===== src/rtl/mips_ctrl_pkg.sv =====
// Shared encodings for the multicycle MIPS control unit: states, opcodes,
// datapath mux/ALU selects and the bundled control word.
package mips_ctrl_pkg;

    typedef enum logic [3:0] {
        S_FETCH     = 4'd0,
        S_DECODE    = 4'd1,
        S_MEM_ADDR  = 4'd2,
        S_MEM_READ  = 4'd3,
        S_MEM_WB    = 4'd4,
        S_MEM_WRITE = 4'd5,
        S_EXECUTE   = 4'd6,
        S_ALU_WB    = 4'd7,
        S_BRANCH    = 4'd8,
        S_JUMP      = 4'd9,
        S_ADDI_EXEC = 4'd10,
        S_ADDI_WB   = 4'd11
    } state_t;

    localparam logic [5:0] OP_RTYPE = 6'h00;
    localparam logic [5:0] OP_J     = 6'h02;
    localparam logic [5:0] OP_BEQ   = 6'h04;
    localparam logic [5:0] OP_ADDI  = 6'h08;
    localparam logic [5:0] OP_LW    = 6'h23;
    localparam logic [5:0] OP_SW    = 6'h2B;

    localparam logic [1:0] ALU_ADD   = 2'b00;
    localparam logic [1:0] ALU_SUB   = 2'b01;
    localparam logic [1:0] ALU_FUNCT = 2'b10;

    localparam logic [1:0] SRCB_REG    = 2'b00;
    localparam logic [1:0] SRCB_FOUR   = 2'b01;
    localparam logic [1:0] SRCB_IMM    = 2'b10;
    localparam logic [1:0] SRCB_IMM_SH = 2'b11;

    localparam logic [1:0] PC_ALU    = 2'b00;
    localparam logic [1:0] PC_ALUOUT = 2'b01;
    localparam logic [1:0] PC_JUMP   = 2'b10;

    typedef struct packed {
        logic       pc_write;
        logic       pc_write_cond;
        logic       iord;
        logic       mem_read;
        logic       mem_write;
        logic       ir_write;
        logic       mem_to_reg;
        logic       reg_write;
        logic       reg_dst;
        logic       alu_src_a;
        logic [1:0] alu_src_b;
        logic [1:0] alu_op;
        logic [1:0] pc_source;
        logic       illegal_op;
    } ctrl_t;

    function automatic logic is_legal_op(input logic [5:0] op);
        return (op == OP_RTYPE) || (op == OP_J) || (op == OP_BEQ) ||
               (op == OP_ADDI) || (op == OP_LW) || (op == OP_SW);
    endfunction

endpackage


===== src/rtl/mips_ctrl_decode.sv =====
// Combinational state-to-control decode. Only FETCH looks at mem_ready and
// only DECODE looks at opcode, so the outputs are Moore except for those two.
module mips_ctrl_decode
    import mips_ctrl_pkg::*;
(
    input  state_t      cur,
    input  logic        mem_ready,
    input  logic [5:0]  opcode,
    output ctrl_t       ctrl
);

    always_comb begin
        ctrl = '0;
        case (cur)
            S_FETCH: begin
                ctrl.mem_read  = 1'b1;
                ctrl.alu_src_b = SRCB_FOUR;
                ctrl.alu_op    = ALU_ADD;
                ctrl.pc_source = PC_ALU;
                // IR and PC only update once the instruction word has arrived
                ctrl.ir_write  = mem_ready;
                ctrl.pc_write  = mem_ready;
            end
            S_DECODE: begin
                ctrl.alu_src_b  = SRCB_IMM_SH;
                ctrl.alu_op     = ALU_ADD;
                ctrl.illegal_op = !is_legal_op(opcode);
            end
            S_MEM_ADDR, S_ADDI_EXEC: begin
                ctrl.alu_src_a = 1'b1;
                ctrl.alu_src_b = SRCB_IMM;
                ctrl.alu_op    = ALU_ADD;
            end
            S_MEM_READ: begin
                ctrl.mem_read = 1'b1;
                ctrl.iord     = 1'b1;
            end
            S_MEM_WRITE: begin
                ctrl.mem_write = 1'b1;
                ctrl.iord      = 1'b1;
            end
            S_MEM_WB: begin
                ctrl.reg_write  = 1'b1;
                ctrl.mem_to_reg = 1'b1;
            end
            S_EXECUTE: begin
                ctrl.alu_src_a = 1'b1;
                ctrl.alu_src_b = SRCB_REG;
                ctrl.alu_op    = ALU_FUNCT;
            end
            S_ALU_WB: begin
                ctrl.reg_write = 1'b1;
                ctrl.reg_dst   = 1'b1;
            end
            S_BRANCH: begin
                ctrl.alu_src_a     = 1'b1;
                ctrl.alu_src_b     = SRCB_REG;
                ctrl.alu_op        = ALU_SUB;
                ctrl.pc_write_cond = 1'b1;
                ctrl.pc_source     = PC_ALUOUT;
            end
            S_JUMP: begin
                ctrl.pc_write  = 1'b1;
                ctrl.pc_source = PC_JUMP;
            end
            S_ADDI_WB: begin
                ctrl.reg_write = 1'b1;
            end
            default: ctrl = '0;
        endcase
    end

endmodule


===== src/rtl/multicycle_control_fsm.sv =====
// Multicycle MIPS control FSM: state register and next-state logic here,
// control decode in mips_ctrl_decode.
module multicycle_control_fsm
    import mips_ctrl_pkg::*;
#(
    parameter int STATE_W = 4
) (
    input  logic               clk,
    input  logic               reset,
    input  logic [5:0]         opcode,
    input  logic               mem_ready,
    output logic               pc_write,
    output logic               pc_write_cond,
    output logic               iord,
    output logic               mem_read,
    output logic               mem_write,
    output logic               ir_write,
    output logic               mem_to_reg,
    output logic               reg_write,
    output logic               reg_dst,
    output logic               alu_src_a,
    output logic [1:0]         alu_src_b,
    output logic [1:0]         alu_op,
    output logic [1:0]         pc_source,
    output logic               illegal_op,
    output logic [STATE_W-1:0] state
);

    state_t cur, nxt;
    ctrl_t  ctrl;

    always_ff @(posedge clk or negedge reset) begin
        if (!reset) cur <= S_FETCH;
        else        cur <= nxt;
    end

    always_comb begin
        nxt = S_FETCH;
        case (cur)
            S_FETCH:     nxt = mem_ready ? S_DECODE : S_FETCH;
            S_DECODE: begin
                case (opcode)
                    OP_LW, OP_SW: nxt = S_MEM_ADDR;
                    OP_RTYPE:     nxt = S_EXECUTE;
                    OP_BEQ:       nxt = S_BRANCH;
                    OP_J:         nxt = S_JUMP;
                    OP_ADDI:      nxt = S_ADDI_EXEC;
                    default:      nxt = S_FETCH;
                endcase
            end
            // opcode is still the IR field here; anything else abandons safely
            S_MEM_ADDR: begin
                if (opcode == OP_LW)      nxt = S_MEM_READ;
                else if (opcode == OP_SW) nxt = S_MEM_WRITE;
                else                      nxt = S_FETCH;
            end
            S_MEM_READ:  nxt = mem_ready ? S_MEM_WB : S_MEM_READ;
            S_MEM_WRITE: nxt = mem_ready ? S_FETCH : S_MEM_WRITE;
            S_EXECUTE:   nxt = S_ALU_WB;
            S_ADDI_EXEC: nxt = S_ADDI_WB;
            default:     nxt = S_FETCH;
        endcase
    end

    mips_ctrl_decode u_decode (
        .cur       (cur),
        .mem_ready (mem_ready),
        .opcode    (opcode),
        .ctrl      (ctrl)
    );

    assign pc_write      = ctrl.pc_write;
    assign pc_write_cond = ctrl.pc_write_cond;
    assign iord          = ctrl.iord;
    assign mem_read      = ctrl.mem_read;
    assign mem_write     = ctrl.mem_write;
    assign ir_write      = ctrl.ir_write;
    assign mem_to_reg    = ctrl.mem_to_reg;
    assign reg_write     = ctrl.reg_write;
    assign reg_dst       = ctrl.reg_dst;
    assign alu_src_a     = ctrl.alu_src_a;
    assign alu_src_b     = ctrl.alu_src_b;
    assign alu_op        = ctrl.alu_op;
    assign pc_source     = ctrl.pc_source;
    assign illegal_op    = ctrl.illegal_op;
    assign state         = STATE_W'(cur);

endmodule


===== config.mk =====
export PLATFORM = sky130hd
export DESIGN_NAME = multicycle_control_fsm
export DESIGN_NICKNAME = d
export VERILOG_FILES = /design/src/rtl/mips_ctrl_pkg.sv /design/src/rtl/mips_ctrl_decode.sv /design/src/rtl/multicycle_control_fsm.sv
export SDC_FILE = /design/constraint.sdc
export NUM_CORES = 1
export LEC_CHECK = 0
export ABC_CLOCK_PERIOD_IN_PS = 2200
export CAP_MARGIN = 25
export CELL_PAD_IN_SITES_DETAIL_PLACEMENT = 1
export CELL_PAD_IN_SITES_GLOBAL_PLACEMENT = 2
export CORE_MARGIN = 5
export CORE_UTILIZATION = 17
export CTS_CLUSTER_SIZE = 8
export DETAILED_ROUTE_END_ITERATION = 10
export PLACE_DENSITY = 0.72
export SETUP_SLACK_MARGIN = 0.02
export SLEW_MARGIN = 20
export SYNTH_ARGS = -nofsm -noshare
export SYNTH_HDL_FRONTEND = slang
export SYNTH_SLANG_ARGS = --single-unit

===== constraint.sdc =====
create_clock -name clk -period 2.2 [get_ports clk]
set_input_delay 0.44 -clock clk [delete_from_list [all_inputs] [get_ports clk]]
set_output_delay 0.44 -clock clk [all_outputs]
set_load 0.01 [all_outputs]

==> results of run 1 <==
-- synthesized netlist by cell type --
| library cell | number |
|---|---|
| a211o_1 | 1 |
| or2_2 | 2 |
| nor2b_1 | 2 |
| dfrtp_1 | 4 |
| o21a_1 | 1 |
| o22ai_1 | 3 |
| o21ai_1 | 2 |
| nor2_1 | 10 |
| or4_4 | 1 |
| a21oi_1 | 2 |
| nand4b_1 | 2 |
| xor2_1 | 2 |
| and3_1 | 3 |
| xnor2_1 | 1 |
| o2111ai_1 | 1 |
| o21ai_0 | 3 |
| nand4_1 | 1 |
| or4b_1 | 1 |
| nor4_2 | 1 |
| nor3_1 | 8 |
| nor3b_1 | 1 |
| nand2b_1 | 4 |
| clkbuf_1 | 4 |
| nand2_1 | 4 |
| a22oi_1 | 1 |
| mux2i_1 | 1 |
| nor4_1 | 1 |
| buf_4 | 1 |
| inv_1 | 2 |
| a21o_1 | 1 |
-- area by class of cell --
cell class,instances,area (µm²),area share (%)
sequential,4,101,10.0
clock buffer,3,22.5,2.23
tap,31,38.8,3.84
multi-input combinational,60,403,39.9
inverter,2,7.51,0.743
timing repair buffer,46,438,43.3
-- routing by layer --
layer  vias to the layer above  track usage [%]
met4                         0             3.90
met2                        27             16.2
met1                       317             12.7
met3                         2             3.50
met5                         -                0
li1                        346                -
-- worst paths after layout --
kind	startpoint	endpoint	slack, ns
max	opcode[2]	illegal_op	0.09
min	reset	state[1]	0.42
max reg2reg	state[3]	state[2]	0.16
min reg2reg	state[2]	state[0]	0.79
max in group asynchronous	reset	state[2]	1.59
min in group clk	opcode[0]	state[3]	0.68
-- through the flow --
stage          hold slack (ns)  worst slack, ns  setup TNS [ns]
6_report                 0.419           0.0886               0
5_1_grt                  0.420           0.0217               0
4_1_cts                  0.416         0.000764               0
3_5_place_dp             0.660           -0.325          -0.411
3_3_place_gp             0.656           -0.284          -0.350
2_1_floorplan            0.144            0.439               0
-- kinds of logic after synthesis --
logic type	count (synthesis)	share of synthesized area (%)
simple gates	41	47.2
mux	1	2.03
compound gates	15	19.0
xor+xnor	3	5.33
flops	4	20.3
buf+inv	7	6.09
-- where the power goes --
part           internal [W]  switching (W)
sequential        0.0000770     0.00000466
combinational     0.0000754      0.0000677
clock             0.0000608      0.0000268
total              0.000213      0.0000992
-- repair_timing --
item | 4_1_cts | 5_1_grt
pin swaps | 1 | 2
setup endpoints to repair | 9 | 7
gates resized for setup | 12 | 17
buffers inserted | 0 | 0
==> results summary, run 1 <==
The measured slew at the worst slew-check pin came out at 0.299 ns. The number of buffers between clock root and the deepest sink is 2. The worst pin sits at a relative slew slack of 79.9%. The total buffers and inverters traversed by the critical path came out at 2. The signal on the critical path passes through clkdlybuf4s50_1 > xor2_2 > nand2_1 > and3_1 > dlygate4sd2_1.

Based on the critical path, the design can be clocked at up to 474 MHz. The floorplan has 19 rows. Along the worst path, the maximum fanout reaches 3. In this run the static leakage power is 0.554 nW. The slowest stage of the critical path is the clkdlybuf4s50_1 cell.

The count of buffers from port buffering is 29. In the layout the commonest cells are buf_4 (16), clkdlybuf4s50_1 (12), dlymetal6s2s_1 (10). The final max-slew violation count is 0. The path type of the worst setup path is primary input to output pin. The number of buffers created by CTS is 3. The register with the most flip-flops in the layout has 4 of them.

The CTS sink count is 4. The yosys synthesis warning count came out at 0. STA classifies the critical path startpoint as a primary input. The max-capacitance violation count came out at 0. The routed via count divided by cell count came out at 4.74.

The detail-routed net length per standard cell is 14.4 µm. For the worst setup path, the data required time is 1.76 ns. The number of storage elements in the synthesis netlist came out at 4.

The mean instance size in the synthesized netlist is 6.94 µm². The clock tree from TritonCTS is done. For this configuration, the core starts out at a cell density of 17.9%. The data arrival at the endpoint of the critical path is 1.67 ns.

The power after layout came out at 0.000312 W. After filler insertion, the fill cell instance count of the layout stands at 332. The library cell used most frequently in the layout, excluding fill and tap cells, is buf_4. The net count after synthesis is 80.

The post-synthesis cell type count came out at 30. The post-route netlist has 29.6% of its cells at a drive strength greater than 1. The total standard cell area after synthesis is 493 µm². The met2 wire length is 986 µm. The worst hold path belongs to the class primary input to async pin. During I/O placement, the number of pins put on the boundary was 30. The minimum period implied by the final worst setup slack is 2.11 ns.

The placer's final routability congestion estimate came out at 0.829. The die is 63.9 µm tall. The number of antenna violations at the first check in global routing is 0.

The met1 wire length is 941 µm. The count of mapped cells out of synthesis is 71. Setup violations remaining at the end of the flow were counted as 0. Detailed placement finished with a half-perimeter wire length of 1720 µm. The remaining global-route overflow is 0.

Setup repair after global routing left no endpoint under its margin. The total count of hold-check failures in the final report is 0. The standard cell core area came out at 0.00276 mm².

IR analysis of the VDD net gives a maximum drop of 0.000176 V. After detailed placement, the design holds a cell count of 143. The run finished with clean final reports.

The met3 layer wire length in the routed design is 155 µm. The die is 63.9 µm wide. The final layout contains routed wiring with a total length of 2100 µm. The initial detailed-routing violation count came out at 22. The floorplan die area is 0.00408 mm². The via count of the first global-routing pass came out at 754. The final cell count without fillers came out at 146. The capturing element type of the critical path is an output pin.

The cell count of the worst reg-to-reg path is 5. After detailed routing, no signal wire sits above met4. For this run, the slowest stage of the critical path takes 0.57 ns. After clock tree synthesis, the clock-pin slew on the worst setup and hold paths is 0.04 ns. The vias after detailed routing is 692.

The repair_antennas step left the layout with diodes totalling 0. The post-route core utilization came out at 36.7%. The count of hold buffers inserted by post-cts repair is 0. The clock latency on the worst-skew pair came out at 0.23 ns.

The largest clock skew in the final design came out at 0.000469 ns. The area growth from synthesis to layout is 105%. Summed over all instances, the cell type with the most area after synthesis is dfrtp_1. The ratio of total power to cell area came out at 309 mW/mm². The post-route fraction of the period consumed by the critical path came out at 96.0%. The cell sitting at the root of the clock tree is a clkbuf_4.

In the final design database the tool counted 126 nets. By area the synthesized netlist is led by dfrtp_1 (20%), nor3_1 (8.1%), nor2_1 (7.6%), nand2b_1 (5.1%), and3_1 (3.8%). The number of cells on the critical path is 5. The H-tree level count is 1.

For this run, design rule violations remaining after detail routing come to 0. The pin count of the biggest net entering global routing came out at 12. The area fraction of the dominant cell type after synthesis came out at 20.3%. The cell area after layout came out at 0.00101 mm². The global-route wire length before repair came out at 3440 µm. The post-placement cell area is 927 µm². The number of detailed-routing iterations run before antenna repair is 4. The portion of the post-synthesis area used by sequential elements came out at 20.3%. The global-route total usage across every layer is 10.2%.

The largest delay contributor family on the critical path is buffers and inverters. The number of routed nets with antenna violations is 0.
Power figures use the tool's default switching activity.
==> run 2: changes to the inputs <==
- ABC_CLOCK_PERIOD_IN_PS: 2200 -> 1800
- CORE_UTILIZATION: 17 -> 16
- PLACE_DENSITY: 0.72 -> 0.71
- clock period: 2.2 -> 1.8 ns (I/O delays scaled with it)
==> results summary, run 2 (same netlist as run 1, synthesis figures left out) <==
The highest-delay cell along the critical path is or4b_4. The final setup violation count came out at 3 (+3). The post-placement cell area is 0.00100 mm² (+8.4%).

The initial detailed-routing violation count came out at 20 (-9.1%). The required arrival time at the worst endpoint came to 1.97 ns (+0.21 ns). The via count of the first global-routing pass was 827 (+9.7%). The static leakage is 0.574 nW (+3.7%). The vias after detailed routing is 758 (+9.5%).

The cell area after layout is 0.00114 mm² (+12%). The cell family contributing the most delay on the critical path is simple AND/OR/NAND/NOR gates. The number of detailed-routing iterations run before antenna repair is 3 (-1). The net count reported at finish is 143 (+13%). The worst-case headroom to the max-slew limit came out at 82.9% (+3.0 points). The total wire length after detailed routing is 2250 µm (+6.9%). The post-route fraction of the period consumed by the critical path is 103%.

The clock latency on the worst-skew pair is 0.23 ns (about the same). The signal on the critical path passes through buf_6 > or4b_4 > or4_4 > nor4_2 > a211o_1. The maximum achievable frequency came out at 537 MHz. The half-perimeter wire length after detailed placement is 1800 µm (+4.8%).

The worst voltage drop across the vdd grid is 0.000197 V (+12%). The clock transition time at the flip-flop clock pins of the worst setup and hold paths was 0.04 ns (about the same). The cell count of the worst reg-to-reg path is 5 (unchanged). The layout overhead on the synthesized area came out at 131%. The clock tree from TritonCTS is done. The path type of the worst setup path is register to register. The data arrival at the endpoint of the critical path is 2.03 ns (+0.36 ns). The global-route wire length before repair came out at 3700 µm (+7.6%). The number of buffers created by CTS is 3 (unchanged). The number of flip-flops in the largest register came out at 4 (unchanged). The number of buffers between clock root and the deepest sink came to 2 (unchanged).

The top-level I/O count came out at 30 (unchanged). The number of design rule violations left after detail routing came out at 0 (unchanged). The final critical-path setup slack came out at -0.0626 ns (-0.151 ns).

The floorplan die area was 0.00429 mm² (+5.3%). The capturing element type of the critical path is a register. Setup repair after global routing could not meet its margin everywhere.

The delay of the slowest cell on the worst path came to 0.53 ns (-0.04 ns). The post-route core utilization is 37.9% (+1.2 points). The largest clock skew in the final design came out at 0.00721 ns (+0.00674 ns).

The pin count of the biggest net entering global routing is 8 (-4). The fraction of layout instances using a drive strength above 1 is 53.0% (+23 points). The total buffers and inverters traversed by the critical path came to 1 (-1).

The global-route total usage across every layer came out at 10.9% (+0.66 points). The measured slew at the worst slew-check pin came out at 0.255 ns (-0.0449 ns). The die span in y is 65.5 µm (+2.6%). The number of antenna violations at the first check in global routing is 0 (unchanged). The count of buffers from port buffering is 29 (unchanged). In this run the clock root is driven by a clkbuf_4. The total count of hold-check failures in the final report is 0 (unchanged). The placer's final routability congestion estimate came out at 0.759 (-8.4%). The routed via count divided by cell count came out at 4.59 (-3.1%).

The number of cells on the critical path was 5 (unchanged). Leaving out fill and tap cells, the most frequent cell in the layout is buf_4. In the layout the commonest cells are buf_4 (30), dlygate4sd2_1 (14), nor2_1 (6). The number of diodes came out at 0 (unchanged). The flow ran to the end, but the final reports show violations.

The standard cell core area came out at 0.00300 mm² (+8.9%). The minimum period implied by the final worst setup slack is 1.86 ns. The H-tree level count came out at 1 (unchanged).

The ratio of total power to cell area came out at 363 mW/mm² (+17%). The max-capacitance violation count is 0 (unchanged). The power after layout was 0.000413 W (+32%).

The number of routed nets with antenna violations came out at 0 (unchanged). The maximum fanout along the worst path came to 4 (+1). STA classifies the critical path startpoint as a register. The detail-routed net length per standard cell is 13.6 µm (-5.4%). The CTS sink count came to 4 (unchanged). The remaining global-route overflow came out at 0 (unchanged). The final max-slew violation count is 0 (unchanged). The die boundary width was 65.5 µm (+2.6%). The final reports fail on setup timing. The effective utilization at floorplan came to 16.4% (-1.5 points).

The cell row count is 20 (+1). The tightest min-delay check is of the primary input to async pin type.
run 2: changes by cell type in the layout (fill, tap and decap cells not counted), moves of 3 or more:
| cell | before | now |
|---|---|---|
| buf_4 | 16 | 30 |
| dlymetal6s2s_1 | 10 | 1 |
| clkdlybuf4s50_1 | 12 | 4 |
| dlygate4sd2_1 | 7 | 14 |
| buf_2 | 0 | 4 |
| buf_6 | 1 | 4 |
| clkbuf_2 | 0 | 3 |
| nand2b_4 | 0 | 3 |
| nor2_1 | 9 | 6 |
run 2: power by group:
part	switching [W]	internal [W]
registers	0.00000740	0.0000947
logic	0.0000910	0.000111
clock network	0.0000336	0.0000743
total	0.000132	0.000281
run 2: layer usage:
metal  GRT usage [%]  wire, µm  vias to the layer above
li1                -         -                      382
met1            11.5       926                      347
met2            22.8      1200                       29
met3            1.54       118                        0
met4            1.30         0                        0
met5               0         0                        -
run 2: final timing paths:
check	startpoint	end	slack, ns
setup / recovery	state[3]	state[2]	-0.06
hold / removal	reset	state[1]	0.33
setup reg to reg	state[3]	state[2]	-0.06
hold reg to reg	state[1]	state[1]	0.77
max in group asynchronous	reset	state[3]	1.28
min in group clk	opcode[3]	state[2]	0.68
run 2: what timing repair did:
| action | in CTS | in global routing |
|---|---|---|
| setup endpoints to repair | 21 | 15 |
| pin swaps | 2 | 2 |
| hold buffers | 0 | 0 |
| buffers inserted | 6 | 1 |
| gates resized for setup | 57 | 21 |
run 2: metrics by stage:
step	worst slack [ns]	cells	hold WS, ns	TNS (ns)
3_5_place_dp	-0.559	155	0.578	-2.13
6_report	-0.0626	165	0.329	-0.165
5_1_grt	-0.109	165	0.342	-0.340
2_1_floorplan	0.103	71	0.0644	0
4_1_cts	-0.103	164	0.324	-0.259
3_3_place_gp	-0.513	155	0.572	-1.85
run 2: area by class of cell:
type / instances / area, µm²
timing repair buffer: 63 / 513
fill: 377 / 1870
clock buffer: 3 / 22.5
multi-input combinational: 60 / 449
sequential: 4 / 104
inverter: 2 / 7.51
tap: 33 / 41.3
==> run 3: changes to the inputs <==
- RECOVER_POWER: default -> 25
==> results summary, run 3 (same netlist as run 1, synthesis figures left out) <==
The routed via count divided by cell count is 4.59 (unchanged). The post-route core utilization is 37.8% (-0.083 points). The final hold slack was 0.399 ns (+0.0700 ns).

The ratio of total power to cell area was 363 mW/mm² (about the same). The floorplan die area is 0.00429 mm² (unchanged). The power after layout was 0.000412 W (-0.14%). The met2 wire length is 1200 µm (about the same). The cell-internal power was 0.000280 W (-0.17%). The minimum period implied by the final worst setup slack came out at 1.86 ns (unchanged). The critical path is of the register to register type.

The pin count of the biggest net entering global routing came to 8 (unchanged). STA classifies the critical path endpoint as a register. TritonCTS built the clock tree. The required arrival time at the worst endpoint came out at 1.97 ns (about the same). The total count of hold-check failures in the final report is 0 (unchanged).

The tree is rooted in a clkbuf_4. The net switching power of the design came out at 0.000132 W (about the same). The number of antenna violations at the first check in global routing was 0 (unchanged). The standard cell core area came out at 0.00300 mm² (unchanged). The met1 wire length came out at 917 µm (-0.97%).

The static leakage is 0.555 nW (-3.3%). The top layer reached by signal wires is met3. The count of hold buffers inserted by post-cts repair came out at 0 (unchanged).

The number of design rule violations left after detail routing is 0 (unchanged). The number of buffers created by CTS is 3 (unchanged). The worst voltage drop across the vdd grid is 0.000197 V (about the same).

The sequential fraction of design power is 24.8% (about the same). The remaining global-route overflow came out at 0 (unchanged). The detail-routed net length per standard cell is 13.6 µm (-0.13%).

The worst register-to-register path ends at state[2]. The total instance count after detailed placement was 155 (unchanged). The die span in y came out at 65.5 µm (unchanged). The final cell count without fillers was 165 (unchanged). The maximum achievable frequency is 537 MHz (unchanged). The proportion of power drawn by combinational gates came out at 49.0% (about the same). The post-route fraction of the period consumed by the critical path is 103% (unchanged). The count of buffers from port buffering is 29 (unchanged).

The final setup violation count is 3 (unchanged). The clock latency on the worst-skew pair was 0.23 ns (about the same). The final reports fail on setup timing. The global-route wire length before repair is 3700 µm (unchanged).

The H-tree level count came out at 1 (unchanged). The measured slew at the worst slew-check pin was 0.255 ns (unchanged). The max-capacitance violation count is 0 (unchanged). The number of diodes is 0 (unchanged). Leaving out fill and tap cells, the most frequent cell in the layout is buf_4. Setup repair after global routing could not meet its margin everywhere.

The number of flip-flops in the largest register came out at 4 (unchanged). The final critical-path setup slack is -0.0626 ns (unchanged). The worst-case headroom to the max-slew limit is 82.9% (unchanged).

The via count of the first global-routing pass was 827 (unchanged). The CTS sink count came to 4 (unchanged). The data arrival at the endpoint of the critical path is 2.03 ns (about the same). The cell count of the worst reg-to-reg path came to 5 (unchanged). The total wire length after detailed routing is 2240 µm (-0.13%). The half-perimeter wire length after detailed placement came out at 1800 µm (unchanged).

The worst hold path belongs to the class primary input to async pin. The post-placement cell area is 0.00100 mm² (unchanged). The number of detailed-routing iterations run before antenna repair came to 3 (unchanged). The cell area after layout came out at 0.00113 mm² (-0.22%). The run finished, with violations left.

The largest clock skew in the final design came out at 0.00721 ns (unchanged). The met3 layer wire length in the routed design came out at 126 µm (+6.8%). The final max-slew violation count is 0 (unchanged). The top-level I/O count is 30 (unchanged). The worst setup path is launched from a register. The initial detailed-routing violation count is 20 (unchanged). The effective utilization at floorplan is 16.4% (unchanged). The switching portion of total power came out at 32.0% (about the same).

The area growth from synthesis to layout is 130%. The vias after detailed routing is 758 (unchanged). The cell row count is 20 (unchanged).

The net count reported at finish is 143 (unchanged). The worst-case register-to-register setup slack is -0.06 ns (about the same). The global-route total usage across every layer came out at 10.9% (unchanged). The placer's final routability congestion estimate is 0.759 (unchanged). The clock share of power came out at 26.2% (about the same). The die boundary width is 65.5 µm (unchanged). In this run the critical register-to-register path is launched from state[3]. The maximum fanout along the worst path is 4 (unchanged). The number of buffers between clock root and the deepest sink came out at 2 (unchanged). The clock transition time at the flip-flop clock pins of the worst setup and hold paths came out at 0.04 ns (about the same). The fraction of layout instances using a drive strength above 1 came to 53.0% (unchanged).

The number of routed nets with antenna violations came out at 0 (unchanged). In the layout the commonest cells are buf_4 (30), dlygate4sd2_1 (14), nor2_1 (6).
## run 3: cell count changes in the layout (fill, tap and decap cells not counted), sizes merged
cell and delta:
clkdlybuf4s50 -1, dlymetal6s2s -1, dlygate4sd3 +1, clkdlybuf4s25 +1
## run 3: worst max-delay path: stages, from the launching register on
cell and delay [ns]:
dfrtp_2 0.43, buf_6 0.14, or4b_4 0.53, or4_4 0.44, nor4_2 0.15, a211o_1 0.12
## run 3: what timing repair did
action / 4_1_cts / 5_1_grt
buffers inserted: 6 / 1
pin swaps: 2 / 2
setup endpoints to repair: 21 / 15
gates resized for setup: 57 / 21
## run 3: power groups by stage
stage,registers (W),logic (W),clock network (W)
after floorplan,0.000101,0.0000670,0
after global placement,0.000102,0.000190,0
after detailed placement,0.000102,0.000196,0
after CTS,0.000102,0.000198,0.000115
after global routing,0.000103,0.000221,0.000120
final,0.000102,0.000202,0.000108
## run 3: per-layer routing
layer,vias up,track usage (%)
li1,382,-
met1,347,11.5
met2,29,22.8
met3,0,1.54
met4,0,1.30
met5,-,0
## run 3: per-stage QoR
step | worst slack, ns | setup TNS, ns
6_report | -0.0626 | -0.165
5_1_grt | -0.109 | -0.340
4_1_cts | -0.103 | -0.259
3_5_place_dp | -0.559 | -2.13
3_3_place_gp | -0.513 | -1.85
2_1_floorplan | 0.103 | 0
## run 3: how the worst max path moves through the flow
stage,start,endpoint,slack [ns],cells after the start
finish,state[3],state[2],-0.06,5
global route,state[3],state[2],-0.11,5
CTS,state[3],pc_write,-0.10,5
detailed placement,opcode[1],illegal_op,-0.56,5
global placement,opcode[1],illegal_op,-0.51,5
floorplan,state[3],state[2],0.10,4
## run 3: cell type report
class / instances / area (µm²)
Inverter: 2 / 7.51
Sequential cell: 4 / 104
Timing Repair Buffer: 63 / 510
Multi-Input combinational cell: 60 / 449
Fill cell: 378 / 1870
Clock buffer: 3 / 22.5
Tap cell: 33 / 41.3
